**src/rtl/clock_pkg.sv**
```systemverilog
// Shared types for the pixel-clock lock qualifier and reset sequencer.
package clock_pkg;

  typedef enum logic [1:0] {
    WAIT = 2'd0,
    QUAL = 2'd1,
    HOLD = 2'd2,
    RUN  = 2'd3
  } lock_state_t;

  function automatic int max_int(input int a, input int b);
    return (a > b) ? a : b;
  endfunction

endpackage

```
**src/rtl/sync_bits.sv**
```systemverilog
// Multi-flop synchroniser for a bus of independent asynchronous bits.
// Each bit is synchronised on its own; no cross-bit coherence is implied.
module sync_bits #(
  parameter int WIDTH  = 1,
  parameter int STAGES = 2
) (
  input  logic             clk,
  input  logic             rst,
  input  logic [WIDTH-1:0] d,
  output logic [WIDTH-1:0] q
);

  logic [STAGES-1:0][WIDTH-1:0] stage_reg;

  always_ff @(posedge clk or posedge rst) begin
    if (rst) begin
      stage_reg <= '0;
    end else begin
      stage_reg <= {stage_reg[STAGES-2:0], d};
    end
  end

  assign q = stage_reg[STAGES-1];

endmodule

```
**src/rtl/clock_lock_ctrl.sv**
```systemverilog
// PLL lock qualifier and downstream reset sequencer in the pixel-clock domain.
// Optional macro CLOCK_LOCK_COUNT_EN: implements the saturating loss_count (else tied to 0).
module clock_lock_ctrl
  import clock_pkg::*;
#(
  parameter int NUM_LOCKS     = 1,
  parameter int SYNC_STAGES   = 2,
  parameter int STABLE_CYCLES = 1024,
  parameter int RST_HOLD      = 16,
  parameter int LOSS_W        = 8
) (
  input  logic              clk_pix,
  input  logic              rst,
  input  logic [NUM_LOCKS-1:0] pll_locked,
  output logic              clk_pix_locked,
  output logic              rst_out,
  output logic              lock_lost,
  output logic [LOSS_W-1:0] loss_count
);

  localparam int CNT_MAX = max_int(STABLE_CYCLES, RST_HOLD);
  localparam int CNT_W   = $clog2(CNT_MAX + 1);
  localparam logic [CNT_W-1:0] QUAL_LAST = CNT_W'(STABLE_CYCLES - 1);
  localparam logic [CNT_W-1:0] HOLD_LAST = CNT_W'(RST_HOLD - 1);

  generate
    if (SYNC_STAGES < 2) begin : g_bad_sync_stages
      $error("clock_lock_ctrl: SYNC_STAGES must be >= 2");
    end
    if (STABLE_CYCLES < 1) begin : g_bad_stable_cycles
      $error("clock_lock_ctrl: STABLE_CYCLES must be >= 1");
    end
    if (RST_HOLD < 1) begin : g_bad_rst_hold
      $error("clock_lock_ctrl: RST_HOLD must be >= 1");
    end
  endgenerate

  logic [NUM_LOCKS-1:0] lock_sync;
  logic                 lock_s;

  sync_bits #(
    .WIDTH (NUM_LOCKS),
    .STAGES(SYNC_STAGES)
  ) u_sync (
    .clk(clk_pix),
    .rst(rst),
    .d  (pll_locked),
    .q  (lock_sync)
  );

  // A partial lock is no lock at all.
  assign lock_s = &lock_sync;

  lock_state_t      state_reg, state_next;
  logic [CNT_W-1:0] cnt_reg, cnt_next;
  logic             locked_reg;
  logic             rst_out_reg;
  logic             lost_reg;
  logic             lost_next;

  always_comb begin
    state_next = state_reg;
    cnt_next   = cnt_reg;
    case (state_reg)
      WAIT: begin
        cnt_next = '0;
        if (lock_s) begin
          state_next = QUAL;
        end
      end
      QUAL: begin
        if (!lock_s) begin
          state_next = WAIT;
          cnt_next   = '0;
        end else if (cnt_reg == QUAL_LAST) begin
          state_next = HOLD;
          cnt_next   = '0;
        end else begin
          cnt_next = cnt_reg + 1'b1;
        end
      end
      HOLD: begin
        if (!lock_s) begin
          state_next = WAIT;
          cnt_next   = '0;
        end else if (cnt_reg == HOLD_LAST) begin
          state_next = RUN;
        end else begin
          cnt_next = cnt_reg + 1'b1;
        end
      end
      RUN: begin
        if (!lock_s) begin
          state_next = WAIT;
          cnt_next   = '0;
        end
      end
      default: begin
        state_next = WAIT;
        cnt_next   = '0;
      end
    endcase
  end

  // Only a drop after qualification counts as a loss; QUAL drops are glitches.
  assign lost_next = ((state_reg == HOLD) || (state_reg == RUN)) && !lock_s;

  always_ff @(posedge clk_pix or posedge rst) begin
    if (rst) begin
      state_reg   <= WAIT;
      cnt_reg     <= '0;
      locked_reg  <= 1'b0;
      rst_out_reg <= 1'b1;
      lost_reg    <= 1'b0;
    end else begin
      state_reg   <= state_next;
      cnt_reg     <= cnt_next;
      locked_reg  <= (state_next == HOLD) || (state_next == RUN);
      rst_out_reg <= (state_next != RUN);
      lost_reg    <= lost_next;
    end
  end

  assign clk_pix_locked = locked_reg;
  assign rst_out        = rst_out_reg;
  assign lock_lost      = lost_reg;

`ifdef CLOCK_LOCK_COUNT_EN
  logic [LOSS_W-1:0] loss_count_reg;

  // Counts on the same edge that raises lock_lost, so both appear together.
  always_ff @(posedge clk_pix or posedge rst) begin
    if (rst) begin
      loss_count_reg <= '0;
    end else if (lost_next && (loss_count_reg != {LOSS_W{1'b1}})) begin
      loss_count_reg <= loss_count_reg + 1'b1;
    end
  end

  assign loss_count = loss_count_reg;
`else
  assign loss_count = '0;
`endif

endmodule

```
**config.mk**
```make
export PLATFORM = sky130hd
export DESIGN_NAME = clock_lock_ctrl
export DESIGN_NICKNAME = d
export VERILOG_FILES = /design/src/rtl/clock_pkg.sv /design/src/rtl/sync_bits.sv /design/src/rtl/clock_lock_ctrl.sv
export SDC_FILE = /design/constraint.sdc
export NUM_CORES = 1
export LEC_CHECK = 0
export BUFFER_PORTS_ARGS = -buffer_cell sky130_fd_sc_hd__buf_2
export CAP_MARGIN = 20
export CORE_MARGIN = 3
export CORE_UTILIZATION = 51
export DETAILED_ROUTE_END_ITERATION = 16
export GPL_TIMING_DRIVEN = 0
export PLACE_DENSITY = 0.83
export SLEW_MARGIN = 10
export SYNTH_ARGS = -nofsm -noshare
export SYNTH_HDL_FRONTEND = slang
export SYNTH_SLANG_ARGS = --single-unit
```
**constraint.sdc**
```tcl
create_clock -name clk_pix -period 2.07 [get_ports clk_pix]
set_input_delay 0.207 -clock clk_pix [delete_from_list [all_inputs] [get_ports clk_pix]]
set_output_delay 0.207 -clock clk_pix [all_outputs]
set_load 0.1 [all_outputs]
```
==> results.yml <==
placement:
  place.gp.congestion: 0.823
  dp_hpwl_um: 1770
  io_buffers: 5
  placed_area_mm2: 0.00122
timing:
  fin_ws_ns: -0.00939
  drv_slew: 0
  rsz0062_at_grt: "yes"
  holdWs_ns: 0.0138
  max_freq_mhz: 481
  skew_ns: 0.00187
  min_period_ns: 2.08
  period_share_pct: 100
  hold_viol: 0
  tightest_slew_ns: 0.684
  relSlewSlack_pct: 54.2
  finalSetupViolCount: 1
  fin_setup_tns_ns: -0.00939
worst_hold_path:
  holdCritPathClass: "primary input to flop"
  whs_path_depth: 1
clocking:
  cts_tree: "yes"
  h-tree-depth: 1
  cts_root_buf: "clkbuf_4"
  clk_pin_slew_ns: 0.09
  clock_sinks: 17
  clk_latency_ns: 0.29
  cts-buffers-inserted: 3
  clockBufferDepth: 2
logic_synthesis:
  ys_types: 38
  synth_top_area_share_pct: 35.7
  synth_area_leaders: "dfrtp_1 (36%), ha_1 (5.6%), buf_4 (5.4%)"
  syn_avg_cell_area_um2: 9.34
  synth_area_leader_cell: "dfrtp_1"
  async_flop_share_pct: 100
  yosysSeqAreaShare_pct: 38.1
  synth_commonest_cells: "dfrtp_1 (16), inv_1 (9), a21oi_1 (8), buf_4 (8)"
  synth-edff-count: 0
  yosys_warnings: 0
  synth-seq-cells: 17
  synth_ff_type: "dfrtp_1"
  synth_cells: 120
  yosysMostFrequentCell: "dfrtp_1"
  syn-cell-area_mm2: 0.00112
route:
  post_drt_wl_per_cell_um: 15.4
  wirelength_um: 2570
  vias_per_cell: 5.93
  drt-initial-drc-count: 12
  drt_first_pass_iters: 5
  drtAntennaViolNets: 0
  post-route-drc-count: 0
  num_vias: 991
final_layout:
  multiInputGateArea_um2: 668
  nets: 149
  seqCellArea_um2: 433
  n_antenna_cell: 0
  syn2layout_area_growth_pct: 19.4
  largest_reg_flops: 11
  drive_gt1_share_pct: 28.6
  stdcell_area_mm2: 0.00134
  nFillCells: 179
global_routing:
  grt_first_pass_wirelength_um: 4360
  grt_pass1_vias: 913
  grt-ovfl-total: 0
  gr-usage-all-layers_pct: 21.6
  grt_max_degree: 18
  antenna_found_initial: 0
pwr:
  switching_share_pct: 39.6
  leakage_uw: 0.000579
  switchingPower_uw: 349
  power_frac_clock_pct: 20.0
  powerDensity_mw_per_mm2: 659
  peakVddDrop_uv: 543
  power_frac_seq_pct: 42.8
  comb_power_share_pct: 37.2
  p_int_uw: 533
die:
  dieArea_mm2: 0.00280
  io_pins: 14
  die_w_um: 52.9
  die_y_um: 52.9
  coreArea_mm2: 0.00202
  initial_core_util_pct: 55.4
  rows: 16
worst_setup_path:
  crit_arrival_ns: 2.31
  worstSetupPathType: "flop to flop"
  path_max_fanout: 4
  crit_chain: "inv_4 > ha_4 > or4b_4 > o31ai_4 > or4b_4 > o31a_1"
  crit_required_ns: 2.30
  crit_path_top_delay_cell: "or4b_4"
  cpPeakStageDelay_ns: 0.53
  reg2regPathDepth: 6
  cp-start-kind: "flop"
  critical_path.most_common_cell: "or4b_4"
  end_kind: "flop"
job:
  max-cap-violations: 0
run_status:
  violations: "negative setup slack"
  outcome: "finished with violations"
[critical path, delay by kind of cell, from the launching register on]
kind                       cells  cell delay, ns
AOI/OAI and AO/OA              2            0.34
adders and majority gates      1            0.13
buffers and inverters          1            0.07
DFF                            1            0.44
and+or+nand+nor                2            1.03
[kinds of logic after synthesis]
| group | after synthesis | synth area share (%) |
|---|---|---|
| compound gates | 36 | 23.4 |
| fa+ha+maj | 5 | 5.58 |
| buf+inv | 20 | 10.0 |
| flops | 17 | 38.1 |
| mux | 1 | 0.893 |
| other cells | 1 | 0.335 |
| simple gates | 40 | 21.7 |
[worst paths after layout]
kind / slack (ns) / endpoint / start
worst max-delay path: -0.009 / rst_out / state_reg[0]
worst min-delay path: 0.01 / u_sync.stage_reg[0] / pll_locked
worst max register to register: -0.009 / rst_out / state_reg[0]
worst min register to register: 0.36 / u_sync.q / u_sync.stage_reg[0]
max in group asynchronous: 1.08 / clk_pix_locked / rst
min in group asynchronous: 0.53 / cnt_reg[5] / rst
[per-stage QoR]
stage                     total power (uW)  setup slack (ns)  utilization, %  instances
after floorplan                        594           -0.0806               -        127
after global placement                 626            -0.101            60.5        159
after detailed placement               645            -0.168            60.5        159
after CTS                              845          0.000250            64.0        166
after global routing                   941           -0.0481            66.2        167
final                                  882          -0.00939            66.2        167
[final cells by class]
cell class,count,share of cell area [%]
buffer,10,5.61
clock buffer,3,1.68
clock inverter,1,0.374
inverter,9,2.71
multi-input combinational,90,49.9
sequential,17,32.3
tap,27,2.52
timing repair buffer,10,4.86
[layer usage]
| metal | vias to the layer above | GRT usage [%] | wire (um) |
|---|---|---|---|
| met4 | 0 | 9.36 | 49 |
| li1 | 477 | - | - |
| met5 | - | 0 | 0 |
| met2 | 23 | 37.6 | 1350 |
| met3 | 5 | 2.54 | 77 |
| met1 | 486 | 26.5 | 1100 |
[power groups by stage]
stage	sequential, uW	clock (uW)	combinational [uW]
final	377	176	328
after CTS	368	183	294
after global routing	379	203	358
after floorplan	374	0	220
after global placement	377	0	249
after detailed placement	380	0	265
[cell usage in the layout, fill, tap and decap left out, types with 4 or more instances in the layout]
cell type  Yosys  layout
dfrtp_1       16      13
nand3_1        6       6
conb_1         1       8
inv_1          9       7
buf_4          8      12
buf_2          0       5
nor2_1         6       6
nand4_1        4       4
nand2_1        6       6
o21ai_1        5       7
a21oi_1        8       8
[repair_timing]
item                       CTS  global route
resized for setup            5            11
pin swaps                    1             3
setup endpoints to repair   11            11
gates cloned                 0             0
setup buffers                2             2
hold endpoints to repair    16             0
hold buffers                 1             0
Note: power is estimated with default switching activity, not from simulation.
